## src/rtl/seq_detect_ctrl.sv

```systemverilog
`default_nettype none
// ============================================================================
//  Module   : seq_detect_ctrl
//  Brief    : Programmable serial pattern-detect controller. Holds a run-time
//             pattern (1..MAX_LEN bits), paces a serial stream with
//             ready/valid, counts matches and ends a run on a match target
//             or a no-match timeout.
//  Revision : 1.0  initial release
// ============================================================================
module seq_detect_ctrl #(
    parameter  int MAX_LEN = 8,
    parameter  int CNT_W   = 8,
    parameter  int TO_W    = 10,
    localparam int LEN_W   = $clog2(MAX_LEN) + 1
) (
    input  logic               clk,
    input  logic               reset,
    input  logic               cfg_we,
    input  logic [MAX_LEN-1:0] cfg_pattern,
    input  logic [LEN_W-1:0]   cfg_len,
    input  logic               cfg_overlap,
    input  logic [CNT_W-1:0]   cfg_target,
    input  logic               start,
    input  logic               stop,
    input  logic               in_valid,
    input  logic               in_bit,
    output logic               in_ready,
    output logic               detect,
    output logic               busy,
    output logic               done,
    output logic               timed_out,
    output logic [CNT_W-1:0]   match_count
);

    localparam logic [TO_W-1:0]  c_to_max  = {TO_W{1'b1}};
    localparam logic [CNT_W-1:0] c_cnt_max = {CNT_W{1'b1}};
    localparam logic [LEN_W-1:0] c_len_max = LEN_W'(MAX_LEN);
    localparam logic [LEN_W-1:0] c_len_one = LEN_W'(1);

    typedef enum logic [1:0] {
        S_IDLE  = 2'd0,
        S_ARMED = 2'd1,
        S_MATCH = 2'd2,
        S_DONE  = 2'd3
    } state_t;

    state_t             r_state;
    logic [MAX_LEN-1:0] r_pattern;
    logic [LEN_W-1:0]   r_len;
    logic               r_overlap;
    logic [CNT_W-1:0]   r_target;
    logic [MAX_LEN-1:0] r_shift;
    logic [LEN_W-1:0]   r_fill;
    logic [TO_W-1:0]    r_to;
    logic [CNT_W-1:0]   r_count;
    logic               r_timed_out;

    logic               w_accept;
    logic [MAX_LEN-1:0] w_shift_nxt;
    logic [LEN_W-1:0]   w_fill_nxt;
    logic [TO_W-1:0]    w_to_nxt;
    logic [MAX_LEN-1:0] w_mask;
    logic               w_match;
    logic               w_timeout;
    logic [LEN_W-1:0]   w_len_clamped;

    // Next-value datapath for an accepted bit plus the match/timeout decision.
    always_comb begin
        w_accept    = in_valid && (r_state == S_ARMED);
        w_shift_nxt = {r_shift[MAX_LEN-2:0], in_bit};
        w_fill_nxt  = (r_fill >= r_len) ? r_len : (r_fill + c_len_one);
        w_to_nxt    = r_to + TO_W'(1);
        w_mask      = '0;
        for (int i = 0; i < MAX_LEN; i++) begin
            w_mask[i] = (i < int'(r_len));
        end
        w_match   = (w_fill_nxt == r_len) &&
                    (((w_shift_nxt ^ r_pattern) & w_mask) == '0);
        w_timeout = (w_to_nxt == c_to_max);
        // Length 0 is meaningless, lengths beyond the shift register cannot match.
        if (cfg_len == '0)
            w_len_clamped = c_len_one;
        else if (cfg_len > c_len_max)
            w_len_clamped = c_len_max;
        else
            w_len_clamped = cfg_len;
    end

    // Run sequencer with configuration, shift/fill/timeout and status registers.
    always_ff @(posedge clk or posedge reset) begin
        if (reset) begin
            r_state     <= S_IDLE;
            r_pattern   <= '0;
            r_len       <= c_len_one;
            r_overlap   <= 1'b0;
            r_target    <= '0;
            r_shift     <= '0;
            r_fill      <= '0;
            r_to        <= '0;
            r_count     <= '0;
            r_timed_out <= 1'b0;
        end else begin
            if ((r_state == S_IDLE) && cfg_we) begin
                r_pattern <= cfg_pattern;
                r_len     <= w_len_clamped;
                r_overlap <= cfg_overlap;
                r_target  <= cfg_target;
            end
            // stop overrides every other transition, including a same-cycle start.
            if (stop) begin
                r_state <= S_IDLE;
            end else begin
                case (r_state)
                    S_IDLE, S_DONE: begin
                        if (start) begin
                            r_state     <= S_ARMED;
                            r_shift     <= '0;
                            r_fill      <= '0;
                            r_to        <= '0;
                            r_count     <= '0;
                            r_timed_out <= 1'b0;
                        end
                    end
                    S_ARMED: begin
                        if (w_accept) begin
                            r_shift <= w_shift_nxt;
                            if (w_match) begin
                                // A match beats a timeout landing on the same bit.
                                r_state <= S_MATCH;
                                r_to    <= '0;
                                r_fill  <= r_overlap ? w_fill_nxt : '0;
                                if (r_count != c_cnt_max)
                                    r_count <= r_count + CNT_W'(1);
                            end else begin
                                r_fill <= w_fill_nxt;
                                r_to   <= w_to_nxt;
                                if (w_timeout) begin
                                    r_state     <= S_DONE;
                                    r_timed_out <= 1'b1;
                                end
                            end
                        end
                    end
                    S_MATCH: begin
                        // r_count already includes the match that got us here.
                        if ((r_target != '0) && (r_count == r_target))
                            r_state <= S_DONE;
                        else
                            r_state <= S_ARMED;
                    end
                    default: r_state <= S_IDLE;
                endcase
            end
        end
    end

    assign in_ready    = (r_state == S_ARMED);
    assign detect      = (r_state == S_MATCH);
    assign busy        = (r_state == S_ARMED) || (r_state == S_MATCH);
    assign done        = (r_state == S_DONE);
    assign timed_out   = r_timed_out;
    assign match_count = r_count;

endmodule
`default_nettype wire

```

## config.mk

```make
export PLATFORM = sky130hd
export DESIGN_NAME = seq_detect_ctrl
export DESIGN_NICKNAME = d
export VERILOG_FILES = /design/src/rtl/seq_detect_ctrl.sv
export SDC_FILE = /design/constraint.sdc
export NUM_CORES = 1
export LEC_CHECK = 0
export CAP_MARGIN = 5
export CORE_UTILIZATION = 40
export DETAILED_ROUTE_END_ITERATION = 8
export HOLD_SLACK_MARGIN = 0.1
export PLACE_DENSITY = 0.6
export SYNTH_ARGS = -nofsm -noshare
export SYNTH_HDL_FRONTEND = slang
export SYNTH_SLANG_ARGS = --single-unit
export TNS_END_PERCENT = 50
```

## constraint.sdc

```tcl
create_clock -name clk -period 2.8 [get_ports clk]
set_input_delay 0.56 -clock clk [delete_from_list [all_inputs] [get_ports clk]]
set_output_delay 0.56 -clock clk [all_outputs]
set_load 0.05 [all_outputs]
```

==> implementation parameters, run 1 <==
Parameter                              Value

Status
  Outcome    completed

Placement
  Placement Setup Slack    289 ps
  Count of buffers inserted at the top-level ports    40
  Placer's final routability congestion estimate    0.784
  Post-DP HPWL    5040 um

Global routing
  Remaining global-route overflow    0
  Number of antenna violations at the first check in global routing    0
  Global Route met3 Usage    2.78%
  First-pass GRT wire length    between 10000 and 15000 um
  Maximum number of pins on one net before global-route repair    31
  Total Routing Usage GR    between 10% and 20%
  Routing layer with the top usage in global route    met2
  Met1 routing resource usage after global routing    24.0%
  Met2 GRT Util    ~29%
  Vias in the first global route    roughly 2.4k

Floorplan
  Number of I/O pins    41
  Core Area    ~7700 um^2
  Chip Height    roughly 90 um
  Die Outline Area    a little over 8000 um^2
  Overall die width    90.8 um
  Number of rows created at floorplan    32
  Initial core utilization    a little over 40%

Worst setup path
  Critical R2R Launch    r_len[1]
  Timing startpoint of the critical path    r_state[0]
  Highest fanout seen on the critical path    6
  CP max stage delay    between 800 and 900 ps
  Number of cells traversed by the worst register-to-register path    7
  Setup slack on the worst flop-to-flop path    320 ps
  Data required time at the worst endpoint    between 2000 and 2500 ps
  Cell with the biggest individual delay on the critical path    clkdlybuf4s50_1
  Category of the worst setup path launch point    flip-flop
  Combined buffer and inverter count along the critical path    2
  Worst setup EP type    primary output
  CP arrival    2040 ps
  Gate family responsible for the most delay along the worst path    buffers and inverters
  CP cell instances    inv_1 -> ha_1 -> clkdlybuf4s50_1
  WS Path Type    flip-flop to primary output
  Capturing point of the worst reg2reg path    r_state[0]

Clocking
  CTS Sinks    between 50 and 60
  Clock input transition at the sequential cells of the worst setup and hold paths    100 ps
  Root Driver    clkbuf_8
  Buffers inserted during post-CTS setup optimization    0
  Later-pin clock latency in the skew report    310 ps
  CTS tree    built
  Count of hold buffers inserted by post-cts repair    0
  Deepest clock path buffer count    2
  Post-cts repair resize count    0
  TritonCTS Buffers    5
  H-tree depth    2

Synthesis
  Number of flops mapped to enable cells by yosys    0
  Post-synthesis register bit count    53
  Warning count from the yosys run    0
  Fraction of the yosys area taken by sequential cells    42.1%
  Library cells used by synthesis    54
  Mapped Nets    364
  Syn Inst Count    approximately 320
  Mean Syn Cell Area    9.73 um^2
  Post-synth top flop    dfrtp_1
  Asr flop ratio synth    100%
  Netlist Area Pre-Place    3150 um^2

Detailed routing
  DR pass1 iterations    5
  DRC viols    0
  Detail-routed net length per standard cell    14.7 um
  Via total after detailed routing    2496
  Post-detailed-route count of antenna-violating nets    0
  Total wire length    6920 um
  Initial DRC count    about 150
  Routed vias/inst    5.31

STA
  Clock Skew    5.52 ps
  Worst Max-Slew Pin Slew    roughly 530 ps
  # setup viols final    0
  Unrepaired setup endpoints after global routing    false
  Final Hold Vio Count    0
  Worst Slack Setup Final    roughly 200 ps
  Relative max-transition margin    64.3%
  Min Hold Slack    505 ps
  Maximum clock rate    just under 0.4 GHz
  Final cycle utilization of the critical path    ~93%
  Post-route minimum period    2600 ps
  Setup TNS    0 ps
  Final Max Slew Viols    0

Finish
  Share of layout cells above drive strength 1    13.3%
  Total number of nets in the final design    407
  Synthesis-to-layout area growth    20.9%
  Most common cell after layout, fill and taps aside    dfrtp_1
  Antenna cell count    0
  Most frequent cells in the layout    dfrtp_1 (52), nand2_1 (45), clkdlybuf4s50_1 (39)

Pwr
  Reported leakage power    1.55 nW
  Largest voltage drop on the vdd net    0.000445 V
  Power density normalized to cell area    824 nW/um^2

Hold path
  Path category of the worst min-delay check    flip-flop to flip-flop
  Worst hold path startpoint    timed_out
  Hold path cells    1
  Worst Hold Path EP    timed_out

Run
  Max_cap viols    0
==> registers in the layout (all words and copies together), names as in the netlist <==
register	flops
r_shift	7
match_count	8
r_len	4
r_overlap	1
r_fill	4
timed_out	1
r_state	2
r_to	10
r_pattern	8
r_target	8
==> worst max-delay path by stage <==
stage / depth (start not counted) / endpoint
after floorplan: 6 / r_to[8]
after global placement: 8 / r_state[0]
after detailed placement: 8 / r_state[0]
after CTS: 3 / busy
after global routing: 3 / busy
final: 3 / busy
==> through the flow <==
step           util [%]  power (mW)  instance area, um^2  std cells
2_1_floorplan         -        2.26                 3150        324
3_3_place_gp       48.4        2.69                 3720        462
3_5_place_dp       48.4        2.72                 3720        462
4_1_cts            49.6        3.18                 3810        470
5_1_grt            49.6        3.38                 3810        470
6_report           49.6        3.14                 3810        470
==> worst register-to-register path, stage by stage, from the launching register on <==
cell,delay (ps)
dfrtp_1,490
or4b_4,550
a2111oi_2,300
o21a_1,210
o221ai_2,170
buf_4,230
and2_0,170
o221a_1,260
==> metal layers <==
metal	vias up	wire [um]
met5	-	0
met4	0	87
met3	8	230
met2	49	3230
met1	1200	3370
li1	1239	-
==> final cells by class <==
type                       instances  area, um^2
fill                             757        3880
sequential                        53        1330
clock buffer                       6        72.6
multi-input combinational        237        1680
tap                              102         128
clock inverter                     2        15.0
timing repair buffer              53         520
inverter                          17        63.8
==> logic make-up (layout without fill, tap and decap cells) <==
family          count (synthesis)  count (layout)  synth area share [%]
simple gates                  109             109                  17.9
compound gates                 65              65                  14.5
flops                          53              53                  42.1
buf+inv                        34              78                  4.64
mux                            28              28                  9.65
xor+xnor                       23              23                  6.39
fa+ha+maj                      12              12                  4.76
==> cells in the mapped netlist, types with 10 or more instances <==
library cell | count | area [um^2]
a21oi_1 | 14 | 70.1
clkbuf_1 | 10 | 37.5
dfrtp_1 | 52 | 1300
ha_1 | 12 | 150
inv_1 | 17 | 63.8
mux2_2 | 19 | 214
nand2_1 | 45 | 169
nand2b_1 | 11 | 68.8
nand4_1 | 10 | 62.6
o21ai_0 | 12 | 60.1
xnor2_1 | 14 | 123
==> power by group <==
part / switching (mW) / internal, mW / leakage, nW
clock: 0.273 / 0.177 / 0.0374
combinational: 0.817 / 0.689 / 0.827
sequential: 0.222 / 0.963 / 0.689
Note: power is estimated with default switching activity, not from simulation.
==> inputs of run 2 (changes only) <==
--- a/config.mk
+++ b/config.mk
@@ -5,7 +5,7 @@
 export SDC_FILE = /design/constraint.sdc
 export NUM_CORES = 1
 export LEC_CHECK = 0
-export CAP_MARGIN = 5
+export CAP_MARGIN = 10
 export CORE_UTILIZATION = 40
 export DETAILED_ROUTE_END_ITERATION = 8
 export HOLD_SLACK_MARGIN = 0.1
==> results of run 2 <==
Final layout, timing and power as in run 1 (identical DEF).
